==> src/rtl/cdc_fifo_read_packer.sv <==
// Read-domain packer downstream of cdc_fifo: pops narrow FIFO words into a wide
// beat and presents it on a registered valid/ready output; flush closes a partial beat.
module cdc_fifo_read_packer #(
  parameter int DATA_WIDTH     = 4,
  parameter int WORDS_PER_BEAT = 2,
  parameter int COUNT_WIDTH    = 8
) (
  input  logic                                 read_clock,
  input  logic                                 read_reset,
  input  logic                                 fifo_empty,
  input  logic [DATA_WIDTH-1:0]                fifo_read_data,
  output logic                                 fifo_read_increment,
  input  logic                                 flush,
  output logic [DATA_WIDTH*WORDS_PER_BEAT-1:0] out_data,
  output logic                                 out_valid,
  input  logic                                 out_ready,
  output logic                                 out_partial,
  output logic [COUNT_WIDTH-1:0]               beat_count
);
  localparam int AW = $clog2(WORDS_PER_BEAT + 1);
  localparam logic [AW-1:0] FULL = AW'(WORDS_PER_BEAT);

  logic [WORDS_PER_BEAT-1:0][DATA_WIDTH-1:0] asm_q;
  logic [AW-1:0] asm_count;
  logic          partial_q;
  logic          flush_take, pop, xfer, accept;

  // Pop path deliberately excludes out_ready; the assembly register is the only buffer.
  assign flush_take = flush && (asm_count != '0) && (asm_count < FULL);
  assign pop        = !read_reset && !fifo_empty && (asm_count < FULL) && !flush_take;
  assign xfer       = (asm_count == FULL) && (!out_valid || out_ready);
  assign accept     = out_valid && out_ready;
  assign fifo_read_increment = pop;

  always_ff @(posedge read_clock) begin
    if (read_reset) begin
      asm_q       <= '0;
      asm_count   <= '0;
      partial_q   <= 1'b0;
      out_data    <= '0;
      out_valid   <= 1'b0;
      out_partial <= 1'b0;
      beat_count  <= '0;
    end else begin
      if (accept) beat_count <= beat_count + COUNT_WIDTH'(1);
      if (xfer) begin
        out_data    <= asm_q;
        out_partial <= partial_q;
        out_valid   <= 1'b1;
        asm_q       <= '0;
        asm_count   <= '0;
        partial_q   <= 1'b0;
      end else begin
        if (accept) out_valid <= 1'b0;
        if (pop) begin
          for (int i = 0; i < WORDS_PER_BEAT; i++)
            if (asm_count == AW'(i)) asm_q[i] <= fifo_read_data;
          asm_count <= asm_count + AW'(1);
        end
        // Unfilled slots are already zero, so forcing full yields a zero-padded beat.
        if (flush_take) begin
          asm_count <= FULL;
          partial_q <= 1'b1;
        end
      end
    end
  end
endmodule

==> config.mk <==
export PLATFORM = sky130hd
export DESIGN_NAME = cdc_fifo_read_packer
export DESIGN_NICKNAME = d
export VERILOG_FILES = /design/src/rtl/cdc_fifo_read_packer.sv
export SDC_FILE = /design/constraint.sdc
export NUM_CORES = 1
export LEC_CHECK = 0
export CORE_MARGIN = 4
export CORE_UTILIZATION = 43
export DETAILED_ROUTE_END_ITERATION = 8
export GPL_ROUTABILITY_DRIVEN = 0
export PLACE_DENSITY = 0.73
export RECOVER_POWER = 100
export SETUP_SLACK_MARGIN = 0.15
export SLEW_MARGIN = 5
export SYNTH_ARGS = -nofsm -noshare
export SYNTH_HDL_FRONTEND = slang
export SYNTH_SLANG_ARGS = --single-unit
==> constraint.sdc <==
create_clock -name read_clock -period 1.3 [get_ports read_clock]
set_input_delay 0.26 -clock read_clock [delete_from_list [all_inputs] [get_ports read_clock]]
set_output_delay 0.26 -clock read_clock [all_outputs]
set_load 0.05 [all_outputs]
==> impl_summary.txt, run 1 <==
----------------------------------------------------
[Die]
  Chip width ... 60.8 um
  Rows ... 18
  Die area ... 3690 um2
  Core Area ... 2570 um2
  Initial Util ... 46.6%
  IO Count ... 28
  Vert. Die Dim ... 60.8 um

[STA]
  Worst clock skew ... 10.3 ps
  Endpoints failing hold ... 0
  Worst-margin pin slew ... 289 ps
  Max transition margin ... 80.7%
  Total negative slack ... -1510 ps
  Highest clock rate ... 0.633 GHz
  Setup repair after global routing missed its margin ... true
  Final cycle utilization of the critical path ... 121%
  Final Setup Violations ... 10
  Max-slew violation count ... 0
  Final worst setup slack ... -279 ps
  Post-layout minimum cycle time ... 1580 ps

[Global route]
  Remaining Overflow, GRT ... 0
  Pin count of the biggest net entering global routing ... 20
  Global-route wire length before repair ... 5690 um
  Antenna violations before repair ... 0
  Number of global-route vias before repair ... 1264
  Global-route usage over all layers ... 21.2%

[Synth]
  Library cells used by synthesis ... 26
  Synth cell count leaders ... sky130_fd_sc_hd__dfxtp_1 (29), sky130_fd_sc_hd__nand3_1 (15), sky130_fd_sc_hd__a21oi_1 (14), sky130_fd_sc_hd__nor2_1 (14), sky130_fd_sc_hd__nand2_1 (13)
  Post-synth EDFFs ... 0
  Syn_nets ... 146
  Synthesized cell area ... 1200 um2
  YS warnings ... 0
  Part of the Yosys area used for sequential elements ... 48.5%
  Most frequently used flop master after synthesis ... sky130_fd_sc_hd__dfxtp_1
  Synth Area per Inst ... 9.00 um2
  Area share of the leading cell type in the synthesized netlist ... 48.5%
  Ranking of synthesized cells by area ... sky130_fd_sc_hd__dfxtp_1 (48%), sky130_fd_sc_hd__mux2i_1 (6.7%), sky130_fd_sc_hd__nand3_1 (6.3%)
  Top-count cell post-synth ... sky130_fd_sc_hd__dfxtp_1
  Cell accounting for the most synthesized area ... sky130_fd_sc_hd__dfxtp_1
  Async set or reset register ratio after synthesis ... 0%
  #FFs+latches synth ... 29
  Number of instances in the synthesized netlist ... 133

[Detailed routing]
  Post-detailed-route via-to-cell ratio ... 5.33
  DRC violation count after routing ... 0
  Wire per inst ... 16.3 um
  DR vias ... 1161
  DR iter-0 viols ... 52
  Routed WL ... 3540 um
  Iteration count of the initial detailed-routing pass ... 4
  Remaining antenna violation count ... 0

[Layout]
  Area growth, synth to finish ... 76.8%
  Share of final-layout standard cells stronger than drive strength 1 ... 44.7%
  # nets final ... 200
  Utilization of the core after routing ... 82.5%
  Number of antenna repair diodes ... 0

[Critical path]
  Startpoint class of the critical path ... flop
  Critical path class ... flop to output pin
  Highest fanout seen on the critical path ... 2
  Critical Path End Type ... output pin
  Cell type of the slowest stage on the worst timing path ... sky130_fd_sc_hd__dfxtp_4
  Required arrival time at the worst endpoint ... 1040 ps
  Endpoint arrival time on the critical path ... 1320 ps
  Slowest stage delay, CP ... 370 ps
  Critical path cell sequence ... inv_4, ha_4, nand2b_4, and2_4, buf_12

[Place]
  # port buffers ... 27
  Final HPWL from detailed placement ... 2230 um

[Power and ir drop]
  Peak supply drop ... 1.42 mV
  Power density of the placed cells ... 1440 nW/um2
  Leakage Power ... 0.000823 uW

[Clock network]
  H-tree level count ... 2
  Clock net sink count ... 29
  Clock insertion delay at the later pin of the skew report ... 330 ps
  Clock buffer count from CTS ... 5
  Post-CTS Hold Fix Bufs ... 0
  CTS tree ... done
  CTS root buffer ... sky130_fd_sc_hd__clkbuf_4
  Maximum buffer depth of the clock tree ... 2
  Clock transition time at the flip-flop clock pins of the worst setup and hold paths ... 90 ps

[Run status]
  Status ... finished, violations left
  Violated checks ... setup timing

[Run]
  Number of maximum-capacitance violations ... 0

[Worst hold path]
  Path category of the worst min-delay check ... primary input to flop

----------------------------------------------------
-- critical path: cells and delay by family, from the launching register on --
kind / cells / cell delay [ps]
flops: 1 / 370
fa+ha+maj: 1 / 150
simple gates: 2 / 290
buf+inv: 2 / 180
-- path summary, 6_finish.rpt --
| check | start | to | slack [ps] | cells after the start |
|---|---|---|---|---|
| setup / recovery | asm_count[1] | fifo_read_increment | -280 | 5 |
| hold / removal | out_ready | beat_count[1] | 450 | 3 |
| setup reg to reg | asm_count[1] | asm_count[0] | -250 | 9 |
| hold reg to reg | asm_q[1] | out_data[1] | 470 | 2 |
-- layout by cell type (no fill, tap or decap), types with 2 or more instances in the layout --
master / n
sky130_fd_sc_hd__a21oi_1: 10
sky130_fd_sc_hd__a21oi_2: 4
sky130_fd_sc_hd__and2_4: 2
sky130_fd_sc_hd__buf_12: 20
sky130_fd_sc_hd__buf_4: 16
sky130_fd_sc_hd__buf_6: 7
sky130_fd_sc_hd__clkbuf_1: 3
sky130_fd_sc_hd__clkbuf_4: 5
sky130_fd_sc_hd__clkdlybuf4s50_1: 7
sky130_fd_sc_hd__dfxtp_1: 21
sky130_fd_sc_hd__dfxtp_2: 3
sky130_fd_sc_hd__dfxtp_4: 5
sky130_fd_sc_hd__ha_4: 2
sky130_fd_sc_hd__inv_1: 2
sky130_fd_sc_hd__mux2i_1: 8
sky130_fd_sc_hd__nand2_1: 11
sky130_fd_sc_hd__nand2_2: 3
sky130_fd_sc_hd__nand2b_1: 3
sky130_fd_sc_hd__nand3_1: 12
sky130_fd_sc_hd__nand3_4: 2
sky130_fd_sc_hd__nor2_1: 14
sky130_fd_sc_hd__nor4_4: 2
sky130_fd_sc_hd__o21ai_0: 2
sky130_fd_sc_hd__xnor2_1: 3
sky130_fd_sc_hd__xor2_1: 2
-- area by class of cell --
cell class	count	area, um2
Multi-Input combinational cell	94	713
Inverter	4	17.5
Timing Repair Buffer	53	687
Clock buffer	8	58.8
Tap cell	30	37.5
Fill cell	158	450
Sequential cell	29	603
-- registers in the layout (all words and copies together), names as in the netlist --
signal / flops
asm_q: 8
beat_count: 8
out_data: 8
asm_count: 2
out_partial: 1
out_valid: 1
partial_q: 1
-- what timing repair did --
action,in CTS,in global routing
setup buffers,11,3
setup endpoints to repair,31,34
resized for setup,22,16
pin swaps,7,5
gates cloned,1,0
-- cell families (layout without fill, tap and decap cells) --
| group | after synthesis | count (layout) | share of synthesized area [%] |
|---|---|---|---|
| xor gates and xnor gates | 5 | 5 | 3.66 |
| and+or+nand+nor | 58 | 58 | 25.0 |
| AOI/OAI and AO/OA | 19 | 19 | 8.57 |
| buffers and inverters | 10 | 65 | 3.45 |
| DFF | 29 | 29 | 48.5 |
| muxes | 8 | 8 | 6.69 |
| adders and majority gates | 4 | 4 | 4.18 |
-- metrics by stage --
stage	hold slack (ps)	setup slack (ps)	std cells	total power (uW)	cell area, um2
final	451	-279	218	3040	2120
after global routing	446	-334	218	3190	2120
after CTS	380	-262	215	2900	2070
after detailed placement	472	-339	195	2070	1860
after global placement	468	-268	195	2020	1860
after floorplan	404	121	133	1680	1300
-- where the power goes --
part	switching, uW	internal (uW)	total [uW]
clock network	314	267	581
registers	95.2	981	1080
logic	669	717	1390
-- metal layers --
metal	GRT usage, %	vias to the layer above	routed length (um)
li1	-	558	-
met1	20.2	558	1360
met2	38.8	37	1930
met3	6.60	8	168
met4	13.6	0	82
met5	0	-	0
Note: power is estimated with default switching activity, not from simulation.
==> run 2, diff against run 1 <==
CORE_UTILIZATION = 37   (was 43)
PLACE_DENSITY = unset   (was 0.73)
==> run 2 against run 1 <==
Effect of this change:
- power grew 3.0%
- sequential power about the same
- largest power group unchanged
- cell count increased by 7.3%
- flip-flop and latch count did not move
- via count down 0.52%
- combinational power increased by 11%
- maximum frequency is 1.2% lower
- cell area grew 4.4%
- the flow still finishes with violations (setup timing)
- wire length fell by 3.7%
- die area rose by 14%
- clock power shrank 10%
- setup slack got worse by 19 ps
==> impl_summary.txt, run 2 (same netlist as run 1, synthesis figures left out) <==
----------------------------------------------------
[Run status]
  Status ... finished, violations left
  Violated checks ... setup timing

[STA]
  Setup repair after global routing missed its margin ... true
  Final-layout worst hold slack ... 378 ps (-73.0 ps)
  Worst clock skew ... 6.08 ps (-4.25 ps)
  Worst-margin pin slew ... 320 ps (+31.1 ps)
  Final cycle utilization of the critical path ... 123% (+1.5 points)
  Final Setup Violations ... 14 (+4)
  Highest clock rate ... 0.626 GHz (-1.2%)
  Post-layout minimum cycle time ... 1600 ps (+19.4 ps)
  Max transition margin ... 78.5% (-2.2 points)
  Final worst setup slack ... -298 ps (-19.4 ps)
  Endpoints failing hold ... 0 (unchanged)
  Max-slew violation count ... 0 (unchanged)

[Detailed routing]
  Amount of wire on met3 after detailed routing ... 164 um (-2.4%)
  Routed met1 length ... 1260 um (-6.9%)
  Max layer used ... met4
  Iteration count of the initial detailed-routing pass ... 4 (unchanged)
  DR vias ... 1155 (-0.52%)
  Routed wl met2 ... 1900 um (-1.9%)
  DR iter-0 viols ... 43 (-17%)
  Post-detailed-route via-to-cell ratio ... 4.94 (-7.3%)
  Routed WL ... 3410 um (-3.7%)
  DRC violation count after routing ... 0 (unchanged)
  Remaining antenna violation count ... 0 (unchanged)
  Wire per inst ... 14.6 um (-10%)

[Clock network]
  H-tree level count ... 2 (unchanged)
  Clock net sink count ... 29 (unchanged)
  Clock transition time at the flip-flop clock pins of the worst setup and hold paths ... 90 ps (about the same)
  Post-CTS Hold Fix Bufs ... 0 (unchanged)
  Clock buffer count from CTS ... 5 (unchanged)
  Clock insertion delay at the later pin of the skew report ... 340 ps (about the same)
  CTS tree ... done
  Maximum buffer depth of the clock tree ... 2 (unchanged)
  CTS root buffer ... sky130_fd_sc_hd__clkbuf_4

[Global route]
  Pin count of the biggest net entering global routing ... 20 (unchanged)
  Remaining Overflow, GRT ... 0 (unchanged)
  Global-route wire length before repair ... 5240 um (-7.8%)
  Global-route usage over all layers ... 16.8% (-4.4 points)
  Antenna violations before repair ... 0 (unchanged)
  Number of global-route vias before repair ... 1176 (-7.0%)

[Worst hold path]
  Path category of the worst min-delay check ... primary input to flop
  Cell depth of the worst hold path ... 3 (unchanged)
  Startpoint of the tightest hold check path ... out_ready
  End of the worst hold path ... beat_count[1]

[Die]
  Die area ... 4210 um2 (+14%)
  Chip width ... 64.9 um (+6.8%)
  Vert. Die Dim ... 64.9 um (+6.8%)
  IO Count ... 28 (unchanged)
  Rows ... 20 (+2)
  Initial Util ... 38.9% (-7.7 points)
  Core Area ... 3080 um2 (+20%)

[Critical path]
  Startpoint class of the critical path ... flop
  Worst r2r dst ... asm_count[0]
  Endpoint arrival time on the critical path ... 1340 ps (+20 ps)
  Critical path cell sequence ... inv_4, ha_4, nand2b_4, and2_4, buf_12
  Cell type of the slowest stage on the worst timing path ... sky130_fd_sc_hd__dfxtp_2
  Highest fanout seen on the critical path ... 2 (unchanged)
  Required arrival time at the worst endpoint ... 1040 ps (about the same)
  Critical path class ... flop to output pin
  R2r worst-path depth ... 8 (-1)
  Critical register-to-register path startpoint ... asm_count[0]
  Register-to-register path setup slack ... -120 ps (+130 ps)
  Slowest stage delay, CP ... 370 ps (about the same)
  Critical Path End Type ... output pin

[Run]
  Number of maximum-capacitance violations ... 0 (unchanged)

[Layout]
  Number of antenna repair diodes ... 0 (unchanged)
  Largest registers ... asm_q (8), beat_count (8), out_data (8)
  Area growth, synth to finish ... 84.5%
  Commonest cells after routing, fill and taps aside ... sky130_fd_sc_hd__dfxtp_1 (22), sky130_fd_sc_hd__buf_12 (20), sky130_fd_sc_hd__buf_4 (17)
  Share of final-layout standard cells stronger than drive strength 1 ... 48.9% (+4.3 points)
  # nets final ... 202 (+1.0%)
  Fill cell count ... 247 (+56%)
  Most frequent standard cell in the layout excluding fill and tap cells ... sky130_fd_sc_hd__dfxtp_1

[Power and ir drop]
  Internal power of the cells ... 2010 uW (+2.4%)
  Net Sw Power ... 1120 uW (+4.1%)
  Leakage Power ... 0.000862 uW (+4.8%)
  Clock network fraction of total power ... 16.6% (-2.5 points)
  Combinational share of power ... 49.1% (+3.6 points)
  Peak supply drop ... 0.809 mV (-43%)
  Sequential share of power ... 34.3% (-1.1 points)
  Power density of the placed cells ... 1420 nW/um2 (-1.3%)
  Fraction of power spent switching nets ... 35.8% (+0.37 points)

[Place]
  Setup slack at placement ... -374 ps (-34.9 ps)
  # port buffers ... 27 (unchanged)
  Final HPWL from detailed placement ... 2060 um (-7.7%)

----------------------------------------------------
==> run 2: changes by cell type in the layout (fill, tap and decap cells not counted), sizes merged <==
cell,before,now
buf,43,46
clkbuf,10,9
==> run 2: power groups by stage <==
stage	sequential (uW)	clock, uW	combinational (uW)
floorplan	1160	0	516
global placement	1110	0	958
detailed placement	1110	0	986
CTS	1080	542	1210
global route	1090	578	1630
finish	1070	522	1540
==> run 2: worst max-delay path by stage <==
stage                       start             endpoint  slack, ps  cells after the start
finish               asm_count[0]  fifo_read_increment       -300                      5
global route         asm_count[0]  fifo_read_increment       -350                      5
CTS                  asm_count[1]  fifo_read_increment       -290                      5
detailed placement     read_reset             asm_q[3]       -370                      5
global placement       read_reset             asm_q[2]       -330                      5
floorplan           beat_count[1]        beat_count[4]        120                      4
==> run 2: metal layers <==
layer / track usage (%) / up-vias
met5: 0 / -
met4: 10.6 / 0
met3: 6.41 / 10
met2: 29.1 / 32
met1: 16.7 / 552
li1: - / 561
==> run 2: final cells by class <==
| type | count | area (um2) | share of cell area, % |
|---|---|---|---|
| multi-input combinational | 94 | 769 | 34.8 |
| inverter | 4 | 20.0 | 0.906 |
| sequential | 29 | 604 | 27.3 |
| timing repair buffer | 55 | 712 | 32.2 |
| clock buffer | 8 | 48.8 | 2.21 |
| tap | 44 | 55.1 | 2.49 |
==> run 2: what timing repair did <==
| action | in CTS | in global routing |
|---|---|---|
| pin swaps | 7 | 22 |
| setup buffers | 9 | 7 |
| resized for setup | 14 | 39 |
| endpoints found under the setup margin | 31 | 39 |
==> run 2: critical path: cells and delay by family (launching register included) <==
family / cells / cell delay, ps
adder cells (fa/ha/maj): 1 / 150
buffers and inverters: 2 / 190
flip-flops: 1 / 370
AND/OR/NAND/NOR: 2 / 290
==> run 2: through the flow <==
| stage | util, % | total power (uW) | setup TNS (ps) | instances | area, um2 |
|---|---|---|---|---|---|
| floorplan | - | 1680 | 0 | 133 | 1300 |
| CTS | 66.7 | 2830 | -423 | 227 | 2050 |
| global placement | 61.3 | 2070 | -5780 | 210 | 1890 |
| finish | 71.8 | 3130 | -1020 | 234 | 2210 |
| detailed placement | 61.3 | 2090 | -6200 | 210 | 1890 |
| global route | 71.8 | 3290 | -2280 | 234 | 2210 |
==> run 3, diff against run 2 <==
CAP_MARGIN = 20   (was unset)
==> results of run 3 <==
Same layout as run 2: the final DEF is identical, and so are final timing and power.
